**src/rtl/csr_counter_if.sv**
```systemverilog
// CSR access bus between the decode/writeback stage and the counter CSR block.
// Signal suffixes are named from the counter block's side of the bus.
interface csr_counter_if #(
  parameter int XLEN = 32
);
  logic [11:0]     csr_addr_i;
  logic            csr_re_i;
  logic            csr_we_i;
  logic [1:0]      csr_op_i;
  logic [XLEN-1:0] csr_wdata_i;
  logic [XLEN-1:0] csr_rdata_o;
  logic            csr_illegal_o;

  modport master (
    output csr_addr_i, csr_re_i, csr_we_i, csr_op_i, csr_wdata_i,
    input  csr_rdata_o, csr_illegal_o
  );

  modport slave (
    input  csr_addr_i, csr_re_i, csr_we_i, csr_op_i, csr_wdata_i,
    output csr_rdata_o, csr_illegal_o
  );
endinterface

```
**src/rtl/csr_counter_unit.sv**
```systemverilog
// Performance-counter CSR block: mcycle, minstret, NUM_HPM mhpmcounters and
// mcountinhibit, with machine-mode read/write and user-mode read-only shadows.
module csr_counter_unit #(
  parameter int XLEN      = 32,
  parameter int CNT_WIDTH = 64,
  parameter int NUM_HPM   = 4,
  localparam int HE_W     = (NUM_HPM > 0) ? NUM_HPM : 1
) (
  input  logic            clk_i,
  input  logic            rst_i,
  csr_counter_if.slave    bus,
  input  logic            retire_i,
  input  logic [HE_W-1:0] hpm_event_i
);

  // Counter slots: 0 = cycle, 1 = instret, 2+k = hpm counter 3+k.
  localparam int NC   = NUM_HPM + 2;
  localparam int HI_W = CNT_WIDTH - 32;
  localparam int IW   = NUM_HPM + 3;
  // Bit 1 of mcountinhibit (the time counter) does not exist here.
  localparam logic [IW-1:0] INH_MASK = ~IW'(2);

  logic [CNT_WIDTH-1:0] cnt_q [NC];
  logic [CNT_WIDTH-1:0] cnt_d [NC];
  logic [IW-1:0]        inh_q, inh_d;

  logic            is_cnt_blk, is_user, is_hi, is_inh, impl, wr_en;
  logic [NC-1:0]   sel, inc;
  logic [XLEN-1:0] sel_val, new_val;

  // Address offset within the 0xB00/0xC00 block for each counter slot.
  function automatic logic [4:0] cnt_off(input int i);
    return 5'((i == 0) ? 0 : ((i == 1) ? 2 : i + 1));
  endfunction

  // CSRRW / CSRRS / CSRRC read-modify-write of one 32-bit half.
  function automatic logic [XLEN-1:0] csr_apply(input logic [XLEN-1:0] old,
                                                input logic [XLEN-1:0] wd,
                                                input logic [1:0]      op);
    case (op)
      2'b01:   return wd;
      2'b10:   return old | wd;
      2'b11:   return old & ~wd;
      default: return old;
    endcase
  endfunction

  assign is_cnt_blk = ((bus.csr_addr_i[11:8] == 4'hB) || (bus.csr_addr_i[11:8] == 4'hC))
                      && (bus.csr_addr_i[6:5] == 2'b00);
  assign is_user    = (bus.csr_addr_i[11:8] == 4'hC);
  assign is_hi      = bus.csr_addr_i[7];
  assign is_inh     = (bus.csr_addr_i == 12'h320);

  // Decode which counter (if any) the address names.
  always_comb begin
    sel = '0;
    for (int i = 0; i < NC; i++)
      sel[i] = is_cnt_blk && (bus.csr_addr_i[4:0] == cnt_off(i));
  end

  assign impl  = is_inh | (|sel);
  assign wr_en = bus.csr_we_i & (bus.csr_op_i != 2'b00) & impl & ~is_user;

  assign bus.csr_illegal_o = (bus.csr_re_i | bus.csr_we_i) &
                             (~impl | (bus.csr_we_i & (bus.csr_op_i != 2'b00) & is_user));

  // Current value of the addressed half; feeds both the read port and the RMW.
  always_comb begin
    sel_val = '0;
    if (is_inh) sel_val = XLEN'(inh_q);
    for (int i = 0; i < NC; i++)
      if (sel[i]) sel_val = is_hi ? XLEN'(cnt_q[i][CNT_WIDTH-1:32]) : cnt_q[i][31:0];
  end

  assign new_val         = csr_apply(sel_val, bus.csr_wdata_i, bus.csr_op_i);
  assign bus.csr_rdata_o = (bus.csr_re_i && !bus.csr_illegal_o) ? sel_val : '0;

  // Per-counter increment enables, gated by the current inhibit bits.
  always_comb begin
    inc    = '0;
    inc[0] = ~inh_q[0];
    inc[1] = retire_i & ~inh_q[2];
    for (int k = 0; k < NUM_HPM; k++)
      inc[2+k] = hpm_event_i[k] & ~inh_q[3+k];
  end

  // Next counter values: a low-half write suppresses the increment, a
  // high-half write keeps the low increment but drops its carry.
  always_comb begin
    for (int i = 0; i < NC; i++) begin
      cnt_d[i] = cnt_q[i] + CNT_WIDTH'(inc[i]);
      if (wr_en && sel[i]) begin
        if (is_hi) cnt_d[i] = {new_val[HI_W-1:0], cnt_q[i][31:0] + 32'(inc[i])};
        else       cnt_d[i] = {cnt_q[i][CNT_WIDTH-1:32], new_val};
      end
    end
  end

  // Next inhibit value; the hardwired-zero bits are masked off.
  always_comb begin
    inh_d = inh_q;
    if (wr_en && is_inh) inh_d = new_val[IW-1:0] & INH_MASK;
  end

  // Counter and inhibit state registers.
  always_ff @(posedge clk_i or posedge rst_i) begin
    if (rst_i) begin
      for (int i = 0; i < NC; i++) cnt_q[i] <= '0;
      inh_q <= '0;
    end else begin
      for (int i = 0; i < NC; i++) cnt_q[i] <= cnt_d[i];
      inh_q <= inh_d;
    end
  end

endmodule
```
**src/flat_wrapper.sv**
```systemverilog
// flat-port wrapper written by rule: the top's interface ports become plain ports
module csr_counter_unit_flat 
#(
  parameter int XLEN      = 32,
  parameter int CNT_WIDTH = 64,
  parameter int NUM_HPM   = 4,
  localparam int HE_W     = (NUM_HPM > 0) ? NUM_HPM : 1
)
  (clk_i, rst_i, retire_i, hpm_event_i, bus_csr_addr_i, bus_csr_re_i, bus_csr_we_i, bus_csr_op_i, bus_csr_wdata_i, bus_csr_rdata_o, bus_csr_illegal_o);
  csr_counter_if #(.XLEN(XLEN)) bus_i ();
  input  logic clk_i;
  input  logic rst_i;
  input  logic retire_i;
  input  logic [HE_W-1:0] hpm_event_i;
  input wire logic [$bits(bus_i.csr_addr_i)-1:0] bus_csr_addr_i;
  input wire logic [$bits(bus_i.csr_re_i)-1:0] bus_csr_re_i;
  input wire logic [$bits(bus_i.csr_we_i)-1:0] bus_csr_we_i;
  input wire logic [$bits(bus_i.csr_op_i)-1:0] bus_csr_op_i;
  input wire logic [$bits(bus_i.csr_wdata_i)-1:0] bus_csr_wdata_i;
  output wire logic [$bits(bus_i.csr_rdata_o)-1:0] bus_csr_rdata_o;
  output wire logic [$bits(bus_i.csr_illegal_o)-1:0] bus_csr_illegal_o;
  assign bus_i.csr_addr_i = bus_csr_addr_i;
  assign bus_i.csr_re_i = bus_csr_re_i;
  assign bus_i.csr_we_i = bus_csr_we_i;
  assign bus_i.csr_op_i = bus_csr_op_i;
  assign bus_i.csr_wdata_i = bus_csr_wdata_i;
  assign bus_csr_rdata_o = bus_i.csr_rdata_o;
  assign bus_csr_illegal_o = bus_i.csr_illegal_o;
  csr_counter_unit #(.XLEN(XLEN), .CNT_WIDTH(CNT_WIDTH), .NUM_HPM(NUM_HPM)) u_core (.clk_i(clk_i), .rst_i(rst_i), .bus(bus_i), .retire_i(retire_i), .hpm_event_i(hpm_event_i));
endmodule
```
**config.mk**
```make
export PLATFORM = sky130hd
export DESIGN_NAME = csr_counter_unit_flat
export DESIGN_NICKNAME = d
export VERILOG_FILES = /design/src/rtl/csr_counter_if.sv /design/src/rtl/csr_counter_unit.sv /design/src/flat_wrapper.sv
export SDC_FILE = /design/constraint.sdc
export NUM_CORES = 2
export LEC_CHECK = 0
export CAP_MARGIN = 40
export CORE_ASPECT_RATIO = 1.25
export CORE_UTILIZATION = 57
export DETAILED_ROUTE_END_ITERATION = 10
export PLACE_DENSITY = 0.81
export SYNTH_ARGS = -nofsm -noshare
export SYNTH_HDL_FRONTEND = slang
export SYNTH_SLANG_ARGS = --single-unit
```
**constraint.sdc**
```tcl
create_clock -name clk_i -period 13.9 [get_ports clk_i]
set_clock_uncertainty 0.15 [all_clocks]
set_input_delay 2.78 -clock clk_i [delete_from_list [all_inputs] [get_ports clk_i]]
set_output_delay 2.78 -clock clk_i [all_outputs]
set_load 0.05 [all_outputs]
```
==> flow_summary.toml <==
[power]
cellLeakagePower_nw = 12.65
powerDensity_mw_per_mm2 = 98.97
power_w = 0.003092
ir_worst_vdd_mv = 0.08660

[synthesis]
ys_top_cells_by_area = "dfrtp_1, a21oi_1, mux2i_1, nand2_1, xnor2_1"
syn_area_per_cell_sq_um = 8.280
synth_area_sq_mm = 0.02758
yosysSeqAreaShare_pct = 35.39
yosysTopAreaCell = "dfrtp_1"
ys.flop_type = "dfrtp_1"
synth-async-reset-ratio_pct = 100.0
syn_inst = 3331
ys_ff_latch = 390
yosys_warnings = 0
synth-edff-count = 0
syn-num-nets = 3398
synth_top_cell_area_share_pct = 35.39
synth_cell_types = 96

[place]
gp_congestion = 1.121
portBuffers = 87
dp_hpwl_mm = 98.60
placed_cell_area_sq_mm = 0.02970

[route]
via_count = 30370
wirelength_mm = 134.2
drcViolationCount = 0
drt_iter0_drc = 4857
drt-pass1-iter-count = 9
antenna_left = 0
post_drt_wl_per_cell_um = 33.04
via_per_inst = 7.479

[outcome]
status = "finished clean"

[clock_tree]
holdBufCountCts = 0
clockBufferDepth = 3
clock-root-buffer = "clkbuf_16"
cts.sinks = 390
postCtsResizedCells = 0
cts_buffers = 44
cts_setup_buffers = 0
clk_latency_ns = 0.60
h-tree-depth = 2
clk_pin_slew_ns = 0.06
cts_tree = "yes"

[layout]
final_cell_mix = "dfrtp_1, nand2_1, nor2_1"
layout.area.seq_sq_mm = 0.009759
nets = 3451
layout-drive-gt1-share_pct = 10.13
final_util_pct = 65.86
layout_commonest_cell = "dfrtp_1"
post-route-cell-area_sq_mm = 0.03124
multi_input_area_sq_mm = 0.01697
fill_cells = 3967
area_growth_pct = 13.28

[timing]
whs_ns = 0.3692
setup_viol = 0
tightest_slew_ns = 1.075
relSlewSlack_pct = 28.33
final.setup.tns_ns = 0
finalCriticalPeriod_ns = 10.30
timing.fmax_ghz = 0.09711
grt_setup_unrepaired = "false"
hold_viol_final = 0
final-max-slew-violation-count = 0
fin_crit_sh_pct = 74.08

[floorplanning]
die_h_um = 247.9
io_pins = 88
num_rows = 89
die_w_um = 198.7
coreArea_sq_mm = 0.04744
initial_utilization_pct = 58.14
dieArea_sq_mm = 0.04928

[critical_path]
required_ns = 10.97
end_kind = "primary output"
critPathLaunchType = "primary input"
cp_max_fo = 19
critical_path_class = "primary input to primary output"
cp.arrival_ns = 7.37

[grt]
grt_max_degree = 114
grt_pass1_wl_mm = 191.8
antenna_found_initial = 17
grt_pass1_vias = 27910
overflow = 0
grt_use_total_pct = 54.23

[hold_path]
worstHoldPathType = "flip-flop to flip-flop"

[flow_run]
maxCapViolCount = 0
power by group:
group	total, W	leakage [nW]	internal, W	switching (W)
logic	0.000532	6.67	0.000182	0.000350
clock network	0.00125	0.733	0.000727	0.000519
registers	0.00131	5.25	0.00121	0.000108
total	0.00309	12.7	0.00211	0.000977
path summary, 6_finish.rpt:
kind / startpoint / endpoint / slack (ns) / depth (start not counted)
min in group asynchronous: rst_i / u_core.cnt_q[140] / 2.48 / 2
worst min register to register: u_core.cnt_q[374] / u_core.cnt_q[374] / 0.37 / 1
worst max-delay path: bus_csr_addr_i[2] / bus_csr_rdata_o[29] / 3.60 / 7
max in group asynchronous: rst_i / u_core.cnt_q[243] / 9.13 / 7
worst max register to register: u_core.cnt_q[224] / u_core.cnt_q[128] / 10.07 / 6
worst min-delay path: u_core.cnt_q[374] / u_core.cnt_q[374] / 0.37 / 1
layer usage:
layer  routed length, um  up-vias  GRT usage, %
met5                 146        -             0
met4               13720       22         45.41
met3               19240      711         18.67
met2               54310     2658         76.19
met1               46760    14450         66.63
li1                    -    12530             -
flip-flops by register name (all words and copies together) (netlist names):
| name | count |
|---|---|
| u_core.cnt_q | 384 |
| u_core.inh_q | 6 |
area by class of cell:
class                      count  area share [%]
tap                          637           2.551
inverter                      38          0.4806
clock buffer                  65           4.197
multi-input combinational   2695           54.30
sequential                   390           31.24
antenna                        7         0.05607
timing repair buffer         215           6.592
clock inverter                14          0.5847
logic make-up (layout without fill, tap and decap cells):
family	after synthesis	after routing	synth area share, %
compound gates	904	904	20.79
xor+xnor	209	209	6.637
mux	204	204	8.170
flops	390	390	35.39
simple gates	1366	1366	24.85
fa+ha+maj	12	12	0.5444
other cells	0	7	0
buf+inv	246	332	3.625
metrics by stage:
stage / worst slack [ns] / std cells
2_1_floorplan: 0.1291 / 3331
3_5_place_dp: 3.907 / 3971
3_3_place_gp: 3.975 / 3929
5_1_grt: 3.715 / 4055
4_1_cts: 3.907 / 4050
6_report: 3.603 / 4061
critical path, stage by stage:
cell and delay, ns:
clkdlybuf4s50_1 0.88, or4b_2 0.95, a2111oi_2 0.74, or4b_2 0.30
o211ai_1 0.13, a211oi_1 0.64, clkdlybuf4s50_1 0.94
synth_stat cells (17+ instances only):
master    count
o22ai_1      54
mux2i_1     125
and3_1       91
and2_1       34
nand4_1     102
and4_1       43
nor2_1      323
dfrtp_1     390
o211ai_1     41
mux2_2       69
xor2_1       68
nand2b_1     17
a211oi_1     76
clkbuf_1    137
or3_1        21
a221oi_1     28
xnor2_1     141
buf_2        57
nand3_1     187
a21oi_1     274
inv_1        35
nor4_1       24
a31oi_1      29
nand2_1     329
nor3_1       89
o21ai_0     207
a22oi_1      19
nor2b_1      28
Power figures use the tool's default switching activity.
